--- src/rtl/fac_pkg.sv ---
// Shared definitions for the factorial datapath: state encoding and widths.
package fac_pkg;

    typedef enum logic [1:0] {
        IDLE = 2'd0,
        EXEC = 2'd1,
        DONE = 2'd2
    } fac_mul_state_t;

    localparam int unsigned FAC_WIDTH      = 64;
    localparam int unsigned FAC_MUL_CYCLES = FAC_WIDTH / 2;
    localparam int unsigned FAC_CNT_W      = $clog2(FAC_MUL_CYCLES);
    localparam int unsigned FAC_PROD_W     = 2 * FAC_WIDTH;
    localparam int unsigned FAC_ACC_W      = 2 * FAC_WIDTH + 2;

endpackage

--- src/rtl/fac_mul_r4_if.sv ---
// Controller <-> multiplier handshake: operands, start/clear, done/busy and product.
interface fac_mul_r4_if
    import fac_pkg::*;
#(
    parameter int unsigned WIDTH = FAC_WIDTH
) ();

    logic [WIDTH-1:0]   multi;
    logic [WIDTH-1:0]   multiplicand;
    logic               op_start;
    logic               op_clear;
    logic               op_done;
    logic               busy;
    logic [2*WIDTH-1:0] result;

    modport master (
        output multi, multiplicand, op_start, op_clear,
        input  op_done, busy, result
    );

    modport slave (
        input  multi, multiplicand, op_start, op_clear,
        output op_done, busy, result
    );

endinterface

--- src/rtl/fac_mul_pp_sel.sv ---
// Radix-4 partial-product select: picks 0, M, 2M or 3M from two multiplier bits.
module fac_mul_pp_sel #(
    parameter int unsigned ACC_W = 130
) (
    input  logic [1:0]       sel,
    input  logic [ACC_W-1:0] m1,
    input  logic [ACC_W-1:0] m2,
    input  logic [ACC_W-1:0] m3,
    output logic [ACC_W-1:0] pp_c
);

    always_comb begin
        pp_c = '0;
        unique case (sel)
            2'd0: pp_c = '0;
            2'd1: pp_c = m1;
            2'd2: pp_c = m2;
            2'd3: pp_c = m3;
            default: pp_c = '0;
        endcase
    end

endmodule

--- src/rtl/fac_mul_r4.sv ---
// Sequential unsigned WIDTH x WIDTH multiplier, two multiplier bits retired per cycle.
module fac_mul_r4
    import fac_pkg::*;
#(
    parameter int unsigned WIDTH = FAC_WIDTH
) (
    input  logic          clk,
    input  logic          reset,
    fac_mul_r4_if.slave   bus
);

    localparam int unsigned PROD_W = 2 * WIDTH;
    localparam int unsigned ACC_W  = 2 * WIDTH + 2;
    localparam int unsigned CYCLES = WIDTH / 2;
    localparam int unsigned CNT_W  = $clog2(CYCLES);

    fac_mul_state_t     state_q, state_d;
    logic [CNT_W-1:0]   cnt_q, cnt_d;
    logic [WIDTH-1:0]   q_q, q_d;
    logic [ACC_W-1:0]   m_q, m_d;
    logic [ACC_W-1:0]   m3_q, m3_d;
    logic [ACC_W-1:0]   acc_q, acc_d;
    logic [PROD_W-1:0]  result_q, result_d;
    logic               done_q, done_d;
    logic               busy_q, busy_d;

    logic [ACC_W-1:0]   m2;
    logic [ACC_W-1:0]   pp_c;
    logic [ACC_W-1:0]   acc_sum;
    logic [ACC_W-1:0]   mc_ext;

    assign m2      = m_q << 1;
    assign mc_ext  = ACC_W'(bus.multiplicand);
    assign acc_sum = acc_q + (pp_c << {cnt_q, 1'b0});

    fac_mul_pp_sel #(.ACC_W(ACC_W)) u_pp_sel (
        .sel  (q_q[1:0]),
        .m1   (m_q),
        .m2   (m2),
        .m3   (m3_q),
        .pp_c (pp_c)
    );

    // Next-state and datapath update; clear overrides every state action.
    always_comb begin
        state_d  = state_q;
        cnt_d    = cnt_q;
        q_d      = q_q;
        m_d      = m_q;
        m3_d     = m3_q;
        acc_d    = acc_q;
        result_d = result_q;

        unique case (state_q)
            IDLE: begin
                if (bus.op_start) begin
                    m_d  = mc_ext;
                    m3_d = mc_ext + (mc_ext << 1);
                    q_d  = bus.multi;
                    if ((bus.multi == '0) || (bus.multiplicand == '0)) begin
                        result_d = '0;
                        state_d  = DONE;
                    end else begin
                        acc_d   = '0;
                        cnt_d   = '0;
                        state_d = EXEC;
                    end
                end
            end
            EXEC: begin
                acc_d = acc_sum;
                q_d   = q_q >> 2;
                cnt_d = cnt_q + CNT_W'(1);
                if (cnt_q == CNT_W'(CYCLES - 1)) begin
                    result_d = acc_sum[PROD_W-1:0];
                    state_d  = DONE;
                end
            end
            DONE: begin
                state_d = DONE;
            end
            default: state_d = IDLE;
        endcase

        if (bus.op_clear) begin
            state_d  = IDLE;
            result_d = '0;
            cnt_d    = '0;
        end

        done_d = (state_d == DONE);
        busy_d = (state_d == EXEC);
    end

    always_ff @(posedge clk or posedge reset) begin
        if (reset) begin
            state_q  <= IDLE;
            cnt_q    <= '0;
            q_q      <= '0;
            m_q      <= '0;
            m3_q     <= '0;
            acc_q    <= '0;
            result_q <= '0;
            done_q   <= 1'b0;
            busy_q   <= 1'b0;
        end else begin
            state_q  <= state_d;
            cnt_q    <= cnt_d;
            q_q      <= q_d;
            m_q      <= m_d;
            m3_q     <= m3_d;
            acc_q    <= acc_d;
            result_q <= result_d;
            done_q   <= done_d;
            busy_q   <= busy_d;
        end
    end

    assign bus.result  = result_q;
    assign bus.op_done = done_q;
    assign bus.busy    = busy_q;

endmodule

--- src/flat_wrapper.sv ---
// flat-port wrapper written by rule: the top's interface ports become plain ports
module fac_mul_r4_flat import fac_pkg::*;
#(
    parameter int unsigned WIDTH = FAC_WIDTH
)
  (clk, reset, bus_multi, bus_multiplicand, bus_op_start, bus_op_clear, bus_op_done, bus_busy, bus_result);
  fac_mul_r4_if #(.WIDTH(WIDTH)) bus_i ();
  input  logic clk;
  input  logic reset;
  input wire logic [$bits(bus_i.multi)-1:0] bus_multi;
  input wire logic [$bits(bus_i.multiplicand)-1:0] bus_multiplicand;
  input wire logic [$bits(bus_i.op_start)-1:0] bus_op_start;
  input wire logic [$bits(bus_i.op_clear)-1:0] bus_op_clear;
  output wire logic [$bits(bus_i.op_done)-1:0] bus_op_done;
  output wire logic [$bits(bus_i.busy)-1:0] bus_busy;
  output wire logic [$bits(bus_i.result)-1:0] bus_result;
  assign bus_i.multi = bus_multi;
  assign bus_i.multiplicand = bus_multiplicand;
  assign bus_i.op_start = bus_op_start;
  assign bus_i.op_clear = bus_op_clear;
  assign bus_op_done = bus_i.op_done;
  assign bus_busy = bus_i.busy;
  assign bus_result = bus_i.result;
  fac_mul_r4 #(.WIDTH(WIDTH)) u_core (.clk(clk), .reset(reset), .bus(bus_i));
endmodule
--- config.mk ---
export PLATFORM = sky130hd
export DESIGN_NAME = fac_mul_r4_flat
export DESIGN_NICKNAME = d
export VERILOG_FILES = /design/src/rtl/fac_pkg.sv /design/src/rtl/fac_mul_r4_if.sv /design/src/rtl/fac_mul_pp_sel.sv /design/src/rtl/fac_mul_r4.sv /design/src/flat_wrapper.sv
export SDC_FILE = /design/constraint.sdc
export NUM_CORES = 2
export LEC_CHECK = 0
export CORE_ASPECT_RATIO = 0.9
export CORE_MARGIN = 1.5
export CORE_UTILIZATION = 55
export CTS_BUF_LIST = sky130_fd_sc_hd__clkbuf_8
export DETAILED_ROUTE_END_ITERATION = 8
export PLACE_DENSITY = 0.75
export SYNTH_ARGS = -nofsm -noshare
export SYNTH_HDL_FRONTEND = slang
export SYNTH_HIERARCHICAL = 1
export SYNTH_SLANG_ARGS = --single-unit
--- constraint.sdc ---
create_clock -name clk -period 19 [get_ports clk]
set_clock_uncertainty 0.1 [all_clocks]
set_input_delay 3.8 -clock clk [delete_from_list [all_inputs] [get_ports clk]]
set_output_delay 3.8 -clock clk [all_outputs]
set_load 0.02 [all_outputs]
Yosys cells after proc, flatten, opt, wreduce, memory -nomap -nowiden
Index checks and enable logic that the tools add are counted.
W data, S select, Z words.
Word-level totals
  bits in registers: 525
  input port bits: 132
  output and inout bits: 130
  logic and storage cells: 59
Cells by class
  add/sub/neg operators: 3
  equality and inequality tests: 14
  shift-type cells: 1
  mux-type cells: 20
  reductions and logical operators: 12
Operators by type and width (number)
  $pmux W130 S4: 1
  $mux W128: 4
  $mux W130: 2
  $pmux W130 S2: 1
  $pmux W128 S2: 1
  $add A130 B130 Y130: 1
  $shl A130 B6 Y130: 1
  $logic_not A64 Y1: 2
  $pmux W64 S2: 1
  $add A64 B65 Y66: 1
  $mux W64: 1
  $mux W5: 3
  $pmux W5 S2: 1
  $eq A2 B2 Y1 const B: 4
  $mux W2: 4
  $eq A2 B1 Y1 const B: 3
  $ne A3 B2 Y1 const B: 2
  $ne A3 B3 Y1 const B: 2
  $pmux W2 S3: 1
  $reduce_and A3 Y1: 2
  $add A5 B1 Y5 const B: 1
  $eq A5 B5 Y1 const B: 1
  $logic_not A2 Y1: 2
  $ne A2 B2 Y1 const B: 2
  5 further kinds: 6

Longest topological paths before layout
  depth in word-level cells: 7
  mapped depth: 25
  mapped depth without buffers: 21

Hierarchy
The synthesis kept the hierarchy.
By module, submodules not included
  fac_mul_r4: instances 1, cells each 4381, area an instance 36221.0 um2, sequential area each 11461.0 um2
  fac_mul_pp_sel: instances 1, cells each 305, area an instance 3265.6 um2, sequential area each 0.0 um2

Least setup slack after synthesis
OpenSTA, ideal clock, no wires.
  path type: in2reg
  start: input bus_multiplicand[0]
  end: register u_core.m3_q[63]
  setup time: 0.134 ns
  arrival time: 6.369 ns
  required time: 18.766 ns
  slack: 12.397 ns
  stages: 14
  buffers on the path: 0
  cell sequence: ha_1 > inv_1 > fa_1 > nand2b_1 > a21oi_1 > a21oi_1 > a211oi_1 > a211oi_1 > o21ai_1 > a21oi_1 > a211o_1 > a32oi_1 > xnor2_1 > o21ai_0
Between the ends
  cells in the longest elaborated chain, start to end: 1
RTL lines
  from (decl): line flat_wrapper.sv:11  | input wire logic [$bits(bus_i.multiplicand)-1:0] bus_multiplicand;
  $add A64 B65 Y66: line fac_mul_r4.sv:58  | m3_d = mc_ext + (mc_ext << 1);
  to (signal assigned): line fac_mul_r4.sv:111  | m3_q <= m3_d;
  to (decl): line fac_mul_r4.sv:21  | logic [ACC_W-1:0] m3_q, m3_d;
Every way passes these cells.
A chain may end at the register's enable or synchronous reset.

Worst setup path after layout
  start: register u_core.cnt_q[0]
  end: register u_core.acc_q[116]
Between the ends
  cells in the longest elaborated chain, start to end: 3
RTL lines
  from (decl): line fac_mul_r4.sv:18  | logic [CNT_W-1:0] cnt_q, cnt_d;
  from (signal assigned): line fac_mul_r4.sv:108  | cnt_q <= cnt_d;
  $shl A130 B6 Y130: line fac_mul_r4.sv:34  | assign acc_sum = acc_q + (pp_c << {cnt_q, 1'b0});
  $add A130 B130 Y130: line fac_mul_r4.sv:34
  $pmux W130 S2: line fac_mul_r4.sv:54  | unique case (state_q)
  to (signal assigned): line fac_mul_r4.sv:102  | acc_q <= '0;
  to (signal assigned): line fac_mul_r4.sv:112  | acc_q <= acc_d;
  to (decl): line fac_mul_r4.sv:22  | logic [ACC_W-1:0] acc_q, acc_d;
Every way passes these cells.

==> qor.log <==
[global_route] overall routing resource usage 35.4%
[clocking] clock slew at reported path FFs 0.06 ns
[floorplan] die area 73,300 sq um
[power] leakage dissipation 20.1 nW
[cells_and_area] filler-free cell count of the finished design 5,922
[timing] Max-slew headroom 29.3%
[clocking] Worst-Skew Late Latency 0.73 ns
[timing] Hold Vio Cnt, Final 0
[drt] number of DRC violations after detailed routing 0
[floorplan] initial core utilization 56.0%
[run] Max Cap Viol 0
[drt] final routed wirelength across all metal layers 133 mm
[synthesis] mean instance size in the synthesized netlist 8.43 sq um
[cells_and_area] final core occ 63.7%
[drt] vias post-DR 37,116
[floorplan] number of ports placed on the die boundary 262
[setup_path] critical path launch point type flip-flop
[setup_path] arrival time at the worst endpoint 8.59 ns
[synthesis] Cell Area, Synth 39,400 sq um
[floorplan] Horiz. Die Dim 285 microns
[drt] drt wl/cell 22.4 microns
[timing] fraction of the cycle the final worst path needs 42.7%
[global_route] pin count of the biggest net entering global routing 144
[timing] RSZ-0062 raised after global routing no
[placement] RD Place Congestion 1.07
[setup_path] peak fanout along the critical path 55
[clocking] count of hold buffers inserted by post-cts repair 0
[global_route] global-route wire length before repair 205 mm
[synthesis] number of warnings printed during yosys synthesis 6
[timing] highest clock frequency the design can meet 0.123 GHz
[cells_and_area] share of cells above drive strength 1 9.78%
[setup_path] worst setup path class flip-flop to flip-flop
[global_route] initial antenna violation count 3
[clocking] number of sinks handled by clock tree synthesis 458
[floorplan] floorplan die height 257 microns
[synthesis] synthesized instance count 4,682
[outcome] result of the run complete, no violations
[clocking] Clock Path Buffers 3
[power] power density over the cells 113 nW/um^2
[placement] post-placement cell count 5,776
[clocking] post-CTS resize count 0
[timing] number of setup violations in the final report 0
[min_path] class of the most critical hold timing path flip-flop to flip-flop
[clocking] CTS HTree Levels 3
[clocking] clock tree from TritonCTS done
[setup_path] endpoint class of the critical path flip-flop
[clocking] TritonCTS Buffers 81
[timing] smallest hold slack 0.373 ns
[cells_and_area] post-synthesis to final-layout area growth 13.8%
[clocking] total setup buffers inserted after CTS 0
[cells_and_area] fin nets 5,279
[floorplan] number of standard-cell rows in the floorplan 92
[timing] clock period minus worst slack 8.10 ns
[placement] HPWL after detailed placement 102 mm
[setup_path] data required time of the critical path 19.48 ns
[power] worst vdd ir 0.0000672 V
[global_route] GRT Residual Overflow 0
[drt] antenna viol nets, final 0
[drt] TritonRoute pass-1 iters 9
[setup_path] setup slack on the worst flop-to-flop path 10.90 ns
[timing] Worst-Margin Slew 1.05 ns
[drt] vias per inst 6.27
[drt] violation count after the first detailed-route iteration 3,422
[timing] max-slew violation count 0
[floorplan] Core ar. 70,400 sq um
[placement] IO buf count 261
[clocking] clk root buf sky130_fd_sc_hd__clkbuf_8
[global_route] via count of the first global-routing pass 34,839
[timing] Total Neg Setup Slack 0 ns
[cells_and_area] # fillers 6,216
through the flow:
step	total power, W	setup WS (ns)	instance area, sq um
6_report	0.00506	10.90	44900
2_1_floorplan	0.00315	2.33	40200
3_3_place_gp	0.00387	10.73	42900
3_5_place_dp	0.00387	10.70	42900
4_1_cts	0.00500	11.01	44900
5_1_grt	0.00534	10.41	44900
path summary, 6_finish.rpt:
check                           startpoint                     end  depth (start not counted)
max                        u_core/cnt_q[0]       u_core/acc_q[116]                         18
min                         u_core/m3_q[1]          u_core/m3_q[1]                          2
max reg2reg                u_core/cnt_q[0]       u_core/acc_q[116]                         18
min reg2reg                 u_core/m3_q[1]          u_core/m3_q[1]                          2
max in group asynchronous            reset        u_core/acc_q[47]                          4
min in group asynchronous            reset  u_core/bus.result[125]                          2
power by group:
group	total (W)	internal [W]	leakage (nW)	switching (W)
Combinational	0.00263	0.000972	13.1	0.00166
Sequential	0.00132	0.00116	5.95	0.000157
Clock	0.00111	0.000638	1.04	0.000471
Total	0.00506	0.00277	20.1	0.00229
critical path, stage by stage (launching register included):
cell	delay, ns
sky130_fd_sc_hd__dfrtp_4	0.85
sky130_fd_sc_hd__buf_4	0.72
sky130_fd_sc_hd__buf_4	0.80
sky130_fd_sc_hd__mux2i_1	0.30
sky130_fd_sc_hd__a21oi_1	0.37
sky130_fd_sc_hd__mux2i_1	0.22
sky130_fd_sc_hd__mux2_2	0.38
sky130_fd_sc_hd__mux2i_1	0.74
sky130_fd_sc_hd__ha_1	0.43
sky130_fd_sc_hd__nand4_1	0.24
sky130_fd_sc_hd__nor4_2	0.41
sky130_fd_sc_hd__nand2_1	0.17
sky130_fd_sc_hd__or3_1	0.39
sky130_fd_sc_hd__a211oi_1	0.42
sky130_fd_sc_hd__o21ai_1	0.30
sky130_fd_sc_hd__a211oi_2	0.37
sky130_fd_sc_hd__o21ai_1	0.20
sky130_fd_sc_hd__a21o_1	0.20
sky130_fd_sc_hd__a32o_1	0.24
sequential cells by signal (all words and copies together), names as in the netlist:
register            cells
u_core/bus.op_done      1
u_core/q_q             64
u_core/bus.busy         1
u_core/state_q          2
u_core/cnt_q            5
u_core/bus.result     128
u_core/m3_q            65
u_core/m_q             64
u_core/acc_q          128
final cells by class:
cell class                 count  area, sq um  area share, %
antenna                        1         2.50        0.00558
clock buffer                  97         1340           2.97
clock inverter                48          606           1.35
inverter                     126          480           1.07
multi-input combinational   3956        26900           59.9
sequential                   458        11500           25.6
tap                          940         1180           2.62
timing repair buffer         296         2900           6.45
layout by cell type (no fill, tap or decap), types with 12 or more instances in the layout:
cell type,count
sky130_fd_sc_hd__mux2_2,69
sky130_fd_sc_hd__xor2_1,56
sky130_fd_sc_hd__clkinv_2,13
sky130_fd_sc_hd__a31oi_1,20
sky130_fd_sc_hd__or3_1,19
sky130_fd_sc_hd__o22ai_1,53
sky130_fd_sc_hd__o211ai_1,19
sky130_fd_sc_hd__nor2b_1,23
sky130_fd_sc_hd__nor3_1,49
sky130_fd_sc_hd__o31ai_1,26
sky130_fd_sc_hd__nand2b_1,23
sky130_fd_sc_hd__and3_1,21
sky130_fd_sc_hd__dfrtp_1,451
sky130_fd_sc_hd__mux2i_1,186
sky130_fd_sc_hd__a21oi_1,376
sky130_fd_sc_hd__xnor2_1,115
sky130_fd_sc_hd__o21a_1,19
sky130_fd_sc_hd__o21ai_0,329
sky130_fd_sc_hd__a21o_1,95
sky130_fd_sc_hd__nand4_1,94
sky130_fd_sc_hd__nor2_1,280
sky130_fd_sc_hd__nand2_1,851
sky130_fd_sc_hd__nand3_1,87
sky130_fd_sc_hd__buf_4,33
sky130_fd_sc_hd__and2_1,12
sky130_fd_sc_hd__mux4_2,84
sky130_fd_sc_hd__bufinv_16,12
sky130_fd_sc_hd__a22o_1,209
sky130_fd_sc_hd__o21bai_1,43
sky130_fd_sc_hd__a211oi_1,29
sky130_fd_sc_hd__mux2_4,100
sky130_fd_sc_hd__o21ai_1,15
sky130_fd_sc_hd__a21boi_0,13
sky130_fd_sc_hd__inv_1,135
sky130_fd_sc_hd__nor4_1,24
sky130_fd_sc_hd__ha_1,226
sky130_fd_sc_hd__conb_1,190
sky130_fd_sc_hd__a22oi_1,71
sky130_fd_sc_hd__clkbuf_8,97
sky130_fd_sc_hd__clkdlybuf4s50_1,260
routing by layer:
| layer | GRT usage, % | wire length [microns] |
|---|---|---|
| met2 | 55.2 | 59500 |
| met4 | 13.0 | 4970 |
| met5 | 0 | 24 |
| met1 | 49.7 | 58800 |
| met3 | 5.45 | 9310 |
(Power assumes the default switching activity.)
